[src/rtl/fifo_drain_arbiter_pkg.sv]
// Shared helpers for the fifo drain arbiter: index width derivation.
package fifo_arb_pkg;

  // Width of a queue index; a single queue still gets a 1-bit index.
  function automatic int idx_w(input int n);
    return (n > 1) ? $clog2(n) : 1;
  endfunction

endpackage

[src/rtl/fifo_drain_arbiter_if.sv]
// Bundle of queue-side and consumer-side signals around the drain arbiter.
// master = the arbiter, slave = the surrounding fifos + consumer.
interface fifo_drain_arbiter_if #(
  parameter int N_QUEUES = 4,
  parameter int DWIDTH   = 16
);
  localparam int IDX_W = fifo_arb_pkg::idx_w(N_QUEUES);

  logic                         enable;
  logic [N_QUEUES-1:0]          q_empty;
  logic [N_QUEUES-1:0]          q_full;
  logic [N_QUEUES*DWIDTH-1:0]   q_dout;
  logic [N_QUEUES-1:0]          q_rd_en;
  logic [DWIDTH-1:0]            out_data;
  logic [IDX_W-1:0]             out_src;
  logic                         out_valid;
  logic                         out_ready;
  logic                         idle;

  modport master (
    input  enable, q_empty, q_full, q_dout, out_ready,
    output q_rd_en, out_data, out_src, out_valid, idle
  );

  modport slave (
    output enable, q_empty, q_full, q_dout, out_ready,
    input  q_rd_en, out_data, out_src, out_valid, idle
  );

endinterface

[src/rtl/fifo_drain_arbiter_rr_picker.sv]
// Rotating find-first: lowest set bit of vec at or after ptr, wrapping mod N.
module rr_picker #(
  parameter int N     = 4,
  parameter int IDX_W = 2
) (
  input  logic [N-1:0]     vec,
  input  logic [IDX_W-1:0] ptr,
  output logic             found,
  output logic [IDX_W-1:0] idx
);

  logic [N-1:0]   rot;
  logic [IDX_W:0] sum;

  // Rotate so bit 0 is the queue at ptr, then scan down so the nearest hit wins.
  always_comb begin
    rot   = N'({vec, vec} >> ptr);
    found = |vec;
    idx   = '0;
    sum   = '0;
    for (int j = N - 1; j >= 0; j--) begin
      if (rot[j]) begin
        sum = {1'b0, ptr} + (IDX_W+1)'(j);
        // Explicit wrap: N need not be a power of two.
        if (sum >= (IDX_W+1)'(N)) sum = sum - (IDX_W+1)'(N);
        idx = sum[IDX_W-1:0];
      end
    end
  end

endmodule

[src/rtl/fifo_drain_arbiter.sv]
// Drains N_QUEUES fwft fifos into one registered valid/ready output stage.
// Full queues are served first; ties are broken round-robin from rr_ptr.
module fifo_drain_arbiter
  import fifo_arb_pkg::*;
#(
  parameter int N_QUEUES = 4,
  parameter int DWIDTH   = 16
) (
  input logic                  clk,
  input logic                  rst,
  fifo_drain_arbiter_if.master bus
);

  localparam int IDX_W = idx_w(N_QUEUES);

  logic [N_QUEUES-1:0] req, urg, rd_en;
  logic                urg_found, req_found, load;
  logic [IDX_W-1:0]    urg_idx, req_idx, gnt;
  logic [DWIDTH-1:0]   gnt_data;

  logic                out_valid_q, out_valid_d;
  logic [DWIDTH-1:0]   out_data_q,  out_data_d;
  logic [IDX_W-1:0]    out_src_q,   out_src_d;
  logic [IDX_W-1:0]    rr_ptr_q,    rr_ptr_d;

  // Reset gates requests so no queue is popped while rst is low.
  assign req  = rst ? (~bus.q_empty & {N_QUEUES{bus.enable}}) : '0;
  assign urg  = req & bus.q_full;
  assign load = (|req) & (~out_valid_q | bus.out_ready);

  rr_picker #(.N(N_QUEUES), .IDX_W(IDX_W)) u_pick_urg (
    .vec(urg), .ptr(rr_ptr_q), .found(urg_found), .idx(urg_idx)
  );

  rr_picker #(.N(N_QUEUES), .IDX_W(IDX_W)) u_pick_req (
    .vec(req), .ptr(rr_ptr_q), .found(req_found), .idx(req_idx)
  );

  // req_found is implied by load; only the urgent result needs to steer.
  assign gnt = urg_found ? urg_idx : req_idx;

  // One-hot pop decode and head-word mux for the granted queue.
  always_comb begin
    rd_en    = '0;
    gnt_data = '0;
    for (int i = 0; i < N_QUEUES; i++) begin
      if (gnt == IDX_W'(i)) begin
        rd_en[i] = load & req_found;
        gnt_data = bus.q_dout[i*DWIDTH +: DWIDTH];
      end
    end
  end

  // Output stage: capture on load (also covers accept+load with no bubble),
  // otherwise drop valid once the consumer takes the word.
  always_comb begin
    out_valid_d = out_valid_q;
    out_data_d  = out_data_q;
    out_src_d   = out_src_q;
    rr_ptr_d    = rr_ptr_q;
    if (load) begin
      out_valid_d = 1'b1;
      out_data_d  = gnt_data;
      out_src_d   = gnt;
      rr_ptr_d    = (gnt == IDX_W'(N_QUEUES - 1)) ? '0 : gnt + IDX_W'(1);
    end else if (bus.out_ready) begin
      out_valid_d = 1'b0;
    end
  end

  // State register; reset discards the held word.
  always_ff @(posedge clk or negedge rst) begin
    if (!rst) begin
      out_valid_q <= 1'b0;
      out_data_q  <= '0;
      out_src_q   <= '0;
      rr_ptr_q    <= '0;
    end else begin
      out_valid_q <= out_valid_d;
      out_data_q  <= out_data_d;
      out_src_q   <= out_src_d;
      rr_ptr_q    <= rr_ptr_d;
    end
  end

  assign bus.q_rd_en   = rd_en;
  assign bus.out_valid = out_valid_q;
  assign bus.out_data  = out_data_q;
  assign bus.out_src   = out_src_q;
  assign bus.idle      = ~out_valid_q & (&bus.q_empty);

endmodule
[src/flat_wrapper.sv]
// flat-port wrapper written by rule: the top's interface ports become plain ports
module fifo_drain_arbiter_flat import fifo_arb_pkg::*;
#(
  parameter int N_QUEUES = 4,
  parameter int DWIDTH   = 16
)
  (clk, rst, bus_enable, bus_q_empty, bus_q_full, bus_q_dout, bus_out_ready, bus_q_rd_en, bus_out_data, bus_out_src, bus_out_valid, bus_idle);
  fifo_drain_arbiter_if #(.N_QUEUES(N_QUEUES), .DWIDTH(DWIDTH)) bus_i ();
  input logic clk;
  input logic rst;
  input wire logic [$bits(bus_i.enable)-1:0] bus_enable;
  input wire logic [$bits(bus_i.q_empty)-1:0] bus_q_empty;
  input wire logic [$bits(bus_i.q_full)-1:0] bus_q_full;
  input wire logic [$bits(bus_i.q_dout)-1:0] bus_q_dout;
  input wire logic [$bits(bus_i.out_ready)-1:0] bus_out_ready;
  output wire logic [$bits(bus_i.q_rd_en)-1:0] bus_q_rd_en;
  output wire logic [$bits(bus_i.out_data)-1:0] bus_out_data;
  output wire logic [$bits(bus_i.out_src)-1:0] bus_out_src;
  output wire logic [$bits(bus_i.out_valid)-1:0] bus_out_valid;
  output wire logic [$bits(bus_i.idle)-1:0] bus_idle;
  assign bus_i.enable = bus_enable;
  assign bus_i.q_empty = bus_q_empty;
  assign bus_i.q_full = bus_q_full;
  assign bus_i.q_dout = bus_q_dout;
  assign bus_i.out_ready = bus_out_ready;
  assign bus_q_rd_en = bus_i.q_rd_en;
  assign bus_out_data = bus_i.out_data;
  assign bus_out_src = bus_i.out_src;
  assign bus_out_valid = bus_i.out_valid;
  assign bus_idle = bus_i.idle;
  fifo_drain_arbiter #(.N_QUEUES(N_QUEUES), .DWIDTH(DWIDTH)) u_core (.clk(clk), .rst(rst), .bus(bus_i));
endmodule
[config.mk]
export PLATFORM = sky130hd
export DESIGN_NAME = fifo_drain_arbiter_flat
export DESIGN_NICKNAME = d
export VERILOG_FILES = /design/src/rtl/fifo_drain_arbiter_pkg.sv /design/src/rtl/fifo_drain_arbiter_if.sv /design/src/rtl/fifo_drain_arbiter_rr_picker.sv /design/src/rtl/fifo_drain_arbiter.sv /design/src/flat_wrapper.sv
export SDC_FILE = /design/constraint.sdc
export NUM_CORES = 1
export LEC_CHECK = 0
export CORE_MARGIN = 10
export CORE_UTILIZATION = 35
export CTS_CLUSTER_SIZE = 25
export DETAILED_ROUTE_END_ITERATION = 8
export GPL_TIMING_DRIVEN = 0
export PLACE_DENSITY_LB_ADDON = 0.08
export SLEW_MARGIN = 30
export SYNTH_ARGS = -nofsm -noshare
export SYNTH_HDL_FRONTEND = slang
export SYNTH_SLANG_ARGS = --single-unit
[constraint.sdc]
create_clock -name clk -period 4.2 [get_ports clk]
set_input_delay 0.84 -clock clk [delete_from_list [all_inputs] [get_ports clk]]
set_output_delay 0.84 -clock clk [all_outputs]
set_load 0.1 [all_outputs]
* Yosys cells after proc, flatten, opt, wreduce, memory -nomap -nowiden
Index checks and enable logic that the tools add are counted.
** Operators by class
- Multiplexer cells :: 25
- Shifts and indexed selects :: 2
- $lt $le $gt $ge :: 4
- Equality and inequality tests :: 3
- Bitwise logic cells :: 8
- Add/subtract/negate cells :: 8
- Reduce and logical (&&, ||, !) cells :: 5
** Operator list (count)
- $mux 16 :: 4
- $mux 2 :: 14
- $shr 8x2->4 :: 2
- $ge 3x3->1 const B :: 3
- $and 4x4->4 :: 2
- $reduce_or 4->1 :: 2
- $sub 2x1->2 const B :: 4
- $add 2x2->3 const B :: 2
- $mux 1 :: 6
- $eq 2x2->1 const B :: 2
- $mux 4 :: 1
- $not 4->4 :: 1
- $reduce_and 4->1 :: 1
- $add 2x1->3 const B :: 1
- $and 1x1->1 :: 3
- $ge 2x3->1 const B :: 1
- $add 2x1->2 const B :: 1
- $eq 2x1->1 const B :: 1
- $logic_not 2->1 :: 1
- $reduce_bool 2->1 :: 1
- $not 1->1 :: 1
- $or 1x1->1 :: 1
** Storage, ports and cells
- Input port bits :: 76
- Bits in registers :: 21

* Logic depth before layout (Yosys ltp)
- Word-level depth :: 15
- Mapped depth :: 12

* By module
From an unflattened synthesis, not the netlist that was laid out.
** Second synthesis, totals
- Cell total of the unflattened synthesis :: 160
- Area, all modules :: 1555.2 um2
** Modules (own cells, without submodules)
- fifo_drain_arbiter :: times used 1, cells each 138, area an instance 1412.6 um2
- rr_picker :: times used 2, cells each 11, area an instance 71.3 um2

* Least setup slack after synthesis
Ideal clock, no wire load.
- Path kind :: input -> output
- Start point :: input port bus_q_empty[3]
- End point :: output port bus_q_rd_en[2]
- Stages on the path :: 10
- Setup slack :: -0.579 ns
- Data required time :: 3.360 ns
- Path buffers :: 3
- Arrival :: 3.939 ns
- Path through :: buf_2 -> nor2b_1 -> o41a_1 -> nor3_1 -> or2_2 -> ha_1 -> clkbuf_1 -> clkinv_1 -> clkbuf_1 -> nor2_1
** Between the ends
- Longest elaborated chain between the ends :: 12
- Elaborated cells between the ends (all ways) :: 21
- Classes of those cells :: eq/ne (1); shift (2); mux (11); bitwise (5); reduce/logical (2)
** RTL lines
- from (decl) :: line flat_wrapper.sv:12 : input wire logic [$bits(bus_i.q_empty)-1:0] bus_q_empty;
- $not 4->4 (*) :: line fifo_drain_arbiter.sv:27 : assign req = rst ? (~bus.q_empty & {N_QUEUES{bus.enable}}) : '0;
- $and 4x4->4 (*) :: line fifo_drain_arbiter.sv:27
- $mux 4 (*) :: line fifo_drain_arbiter.sv:27
- $and 4x4->4 :: line fifo_drain_arbiter.sv:28 : assign urg = req & bus.q_full;
- $shr 8x2->4 :: line fifo_drain_arbiter_rr_picker.sv:17 : rot = N'({vec, vec} >> ptr);
- $mux 2 (4 in a row) :: line fifo_drain_arbiter_rr_picker.sv:22 : if (rot[j]) begin
- $mux 2 (*) :: line fifo_drain_arbiter.sv:40 : assign gnt = urg_found ? urg_idx : req_idx;
- via u_core.gnt[1] :: line fifo_drain_arbiter.sv:18 : logic [IDX_W-1:0] urg_idx, req_idx, gnt;
- $eq 2x2->1 (*) :: line fifo_drain_arbiter.sv:47 : if (gnt == IDX_W'(i)) begin
- $mux 1 (*) :: line fifo_drain_arbiter.sv:47
- to (decl) :: line flat_wrapper.sv:16 : output wire logic [$bits(bus_i.q_rd_en)-1:0] bus_q_rd_en;
Mark *: on every way through the listed nets, which the timed path passes. The rest lies on a longest branch.

* Final worst setup path
- Start point :: input port bus_enable
- End point :: output port bus_q_rd_en[1]
** Between the ends
- Longest elaborated chain between the ends :: 11
- Elaborated cells between the ends (all ways) :: 20
- Classes of those cells :: eq/ne (1); shift (2); mux (11); bitwise (4); reduce/logical (2)
** RTL lines
- from (decl) :: line flat_wrapper.sv:11 : input wire logic [$bits(bus_i.enable)-1:0] bus_enable;
- $and 4x4->4 (*) :: line fifo_drain_arbiter.sv:27
- $mux 4 (*) :: line fifo_drain_arbiter.sv:27
- $and 4x4->4 :: line fifo_drain_arbiter.sv:28
- $shr 8x2->4 :: line fifo_drain_arbiter_rr_picker.sv:17
- $mux 2 (4 in a row) :: line fifo_drain_arbiter_rr_picker.sv:22
- $mux 2 (*) :: line fifo_drain_arbiter.sv:40
- via u_core.gnt[0] :: line fifo_drain_arbiter.sv:18
- $eq 2x1->1 (*) :: line fifo_drain_arbiter.sv:47
- $mux 1 (*) :: line fifo_drain_arbiter.sv:47
Marks and branches as above.

==> run_results.csv <==
group,metric,value,unit
final_layout,nNetsFinal,368,
floorplan,initial_core_util,0.361,
setup_path,crit_type,"in -> out",
clock_network,insertion_delay,0.27,ns
logic_synthesis,avgSynthCellArea,8.31,µm²
detailed_routing,drt-initial-drc-count,67,
floorplan,floorplan.die.width,87.0,µm
timing,timing.final.hold_violations,0,
placed_design,numPlacedInstances,339,
timing,max_slew.worst_pin.slew,1.00,ns
clock_network,clkTransAtPathRegs,0.08,ns
global_routing,grt_max_degree,26,
final_layout,fill_cells,407,
logic_synthesis,mappedNetlistArea,1570,µm²
setup_path,worst_r2r_startpoint,"u_core.rr_ptr_q[1]",
setup_path,worst_ep_arrival_time,3.26,ns
hold_path,worst_hold_path_type,"in -> async",
logic_synthesis,synth_enable_flop_cells,0,
timing,layout_worst_path_cycle_share,0.975,
final_layout,post-route-util,0.625,
logic_synthesis,most_instantiated_flip_flop_cell_in_the_synthesis_netlist,"dfrtp_1",
global_routing,most_used_routing_layer_in_global_routing,"met2",
final_layout,antennaDiodeCount,0,
clock_network,clk_root_buffer_cell,"clkbuf_8",
setup_path,end_kind,"output port",
clock_network,postCtsHoldBufs,0,
setup_path,path_common_cell,"and2_1",
detailed_routing,avgViaCountPerCell,5.48,
power,power.leakage,1.05,nW
timing,fin_crit,4.10,ns
clock_network,cts_tree,"built",
global_routing,grt_use_met3,0.0646,
setup_path,cp_data_required_time,3.36,ns
clock_network,htree_num_levels,1,
setup_path,timing.critical_path.from,"bus_enable",
logic_synthesis,netlist-cell-type-count,41,
detailed_routing,antenna_violating_nets_post_route,0,
timing,max_freq,244,MHz
final_layout,regArea,526,µm²
logic_synthesis,synth.yosys.seq_area_share,0.335,
timing,relSlewSlack,0.329,
setup_path,startpoint_type,"input port",
power,pwr_density_cell,443,nW/µm²
placed_design,io_buffer_count,98,
floorplan,design.portCount,100,
flow_run,cap_viol_max_count,0,
global_routing,overflow,0,
detailed_routing,routed_wire_length_per_instance,18.1,µm
setup_path,path_cells,"clkdlybuf4s50_1 -> and2_1 -> clkbuf_1 -> and4_1 -> nor4_4 -> and3_1 -> ha_1 -> buf_4 -> and2_1 -> buf_6",
clock_network,tritoncts.num_buffers,3,
final_layout,stdcell_count,339,
detailed_routing,wl,6.12,mm
final_layout,area_delta_synth_final,73.2,%
clock_network,cts_num_sinks,21,
logic_synthesis,synth_cells,189,
global_routing,grt_antenna_before_repair,0,
placed_design,place_hpwl,4.84,mm
timing,hold_ws,0.488,ns
placed_design,gpl.final_weighted_congestion,0.853,
logic_synthesis,yosys.area.top_type_share,0.335,
detailed_routing,drc_errors,0,
timing,fin_clk_skew,0.00494,ns
global_routing,first_global_vias,1870,
logic_synthesis,synthArstFlopShare,1.00,
global_routing,grt_usage,0.151,
power,max-vdd-ir-drop,0.000232,V
setup_path,critical_path_peak_fanout,19,
timing,slew_violations,0,
setup_path,critical_path.slowest_cell,"clkdlybuf4s50_1",
status,status,"complete, no violations",
timing,setup_viol,0,
logic_synthesis,ys_ff_latch,21,
logic_synthesis,synth_area_leaders,"dfrtp_1 33%, a21oi_1 11%, a221o_1 9.6%",
logic_synthesis,synthesized_netlist_net_count,269,
final_layout,multi_input_area,1020,µm²
final_layout,layout-drive-gt1-share,0.0941,
global_routing,grt.met2_usage,0.233,
floorplan,placeableCoreArea,4350,µm²
floorplan,fp.dieArea,7570,µm²
global_routing,grt_pass1_wl,9.34,mm
logic_synthesis,yosysWarningCount,0,
logic_synthesis,synth_area_leader_cell,"dfrtp_1",
floorplan,fp-row-count,24,
global_routing,gr-usage-met1,0.186,
clock_network,clockBufferDepth,2,
detailed_routing,num_vias,1858,
floorplan,chipHeight,87.0,µm
detailed_routing,detail_route.first_pass.iterations,4,
setup_path,worst_path_largest_cell_delay,0.45,ns
timing,rsz_0062_raised_after_global_routing,"true",
-- sequential cells by signal (all words and copies together), names as in the netlist --
name and count:
u_core.bus.out_valid 1, u_core.bus.out_src 2, u_core.rr_ptr_q 2, u_core.bus.out_data 16
-- cell families (layout without fill, tap and decap cells) --
family,Yosys count,in the layout,synth area share
adder cells (fa/ha/maj),4,4,0.0319
AO/OA/AOI/OAI,81,81,0.366
buffers and inverters,19,117,0.0518
AND/OR/NAND/NOR,64,64,0.216
flip-flops,21,21,0.335
-- layout make-up --
| type | instances | area share |
|---|---|---|
| Multi-Input combinational cell | 149 | 0.376 |
| Timing Repair Buffer | 99 | 0.363 |
| Sequential cell | 21 | 0.193 |
| Tap cell | 52 | 0.0239 |
| Buffer | 12 | 0.0212 |
| Clock buffer | 4 | 0.0166 |
| Inverter | 2 | 0.00598 |
-- synth_stat cells, drive strengths merged (3+ instances only) --
| library cell | count |
|---|---|
| ha | 4 |
| nor2b | 6 |
| nand2b | 4 |
| clkbuf | 11 |
| nand3 | 4 |
| o211ai | 16 |
| and2 | 4 |
| a221o | 15 |
| buf | 6 |
| a211oi | 3 |
| nor2 | 21 |
| nand2 | 10 |
| a21oi | 33 |
| dfrtp | 21 |
-- power by group --
group	total (mW)	internal (mW)	switching, mW	leakage (nW)
logic	0.782	0.246	0.536	0.791
registers	0.282	0.253	0.0291	0.241
clock network	0.140	0.0678	0.0721	0.0228
-- final timing paths --
| path | end | slack, ns | cells past startpoint |
|---|---|---|---|
| min in group clk | u_core.bus.out_src[0] | 0.51 | 1 |
| worst min-delay path | u_core.bus.out_valid | 0.49 | 1 |
| worst max-delay path | bus_q_rd_en[1] | 0.10 | 10 |
| worst max register to register | u_core.bus.out_data[2] | 1.04 | 12 |
| worst min register to register | u_core.bus.out_src[0] | 0.51 | 1 |
| max in group asynchronous | u_core.bus.out_data[12] | 3.44 | 1 |
-- layout by cell type (no fill, tap or decap), types with 3 or more instances in the layout --
cell,n
nand2_1,10
nor2b_1,5
nand3_1,4
clkbuf_1,7
buf_6,3
a21oi_1,33
and2_1,4
o211ai_1,16
clkdlybuf4s50_1,92
buf_4,3
dfrtp_1,21
clkbuf_8,3
nand2b_1,4
a211oi_1,3
nor2_1,19
buf_2,5
a221o_1,15
-- per-layer routing --
metal  vias to the layer above  part of all wire
li1                        917                 -
met1                       867              0.44
met2                        67              0.45
met3                         7              0.10
met4                         0             0.015
met5                         -                 0
-- worst max-delay path: cells and delay by family --
kind	cells	cell delay, ns
fa+ha+maj	1	0.16
buf+inv	4	1.07
simple gates	5	1.17
-- timing repair --
item	CTS	global route
pin swaps	0	0
endpoints found under the setup margin	4	4
buffers inserted	1	0
gates resized for setup	30	9
-- metrics by stage --
stage                     total power [mW]  worst slack (ns)  instance area, µm²  TNS (ns)
after CTS                             1.20            0.0156                2680         0
after global routing                  1.26           -0.0273                2720   -0.0273
after floorplan                      0.828            0.0928                1590         0
after global placement                1.06             -2.43                2630    -17.31
final                                 1.20             0.104                2720         0
after detailed placement              1.06             -1.59                2630     -4.84
(Power assumes the default switching activity.)
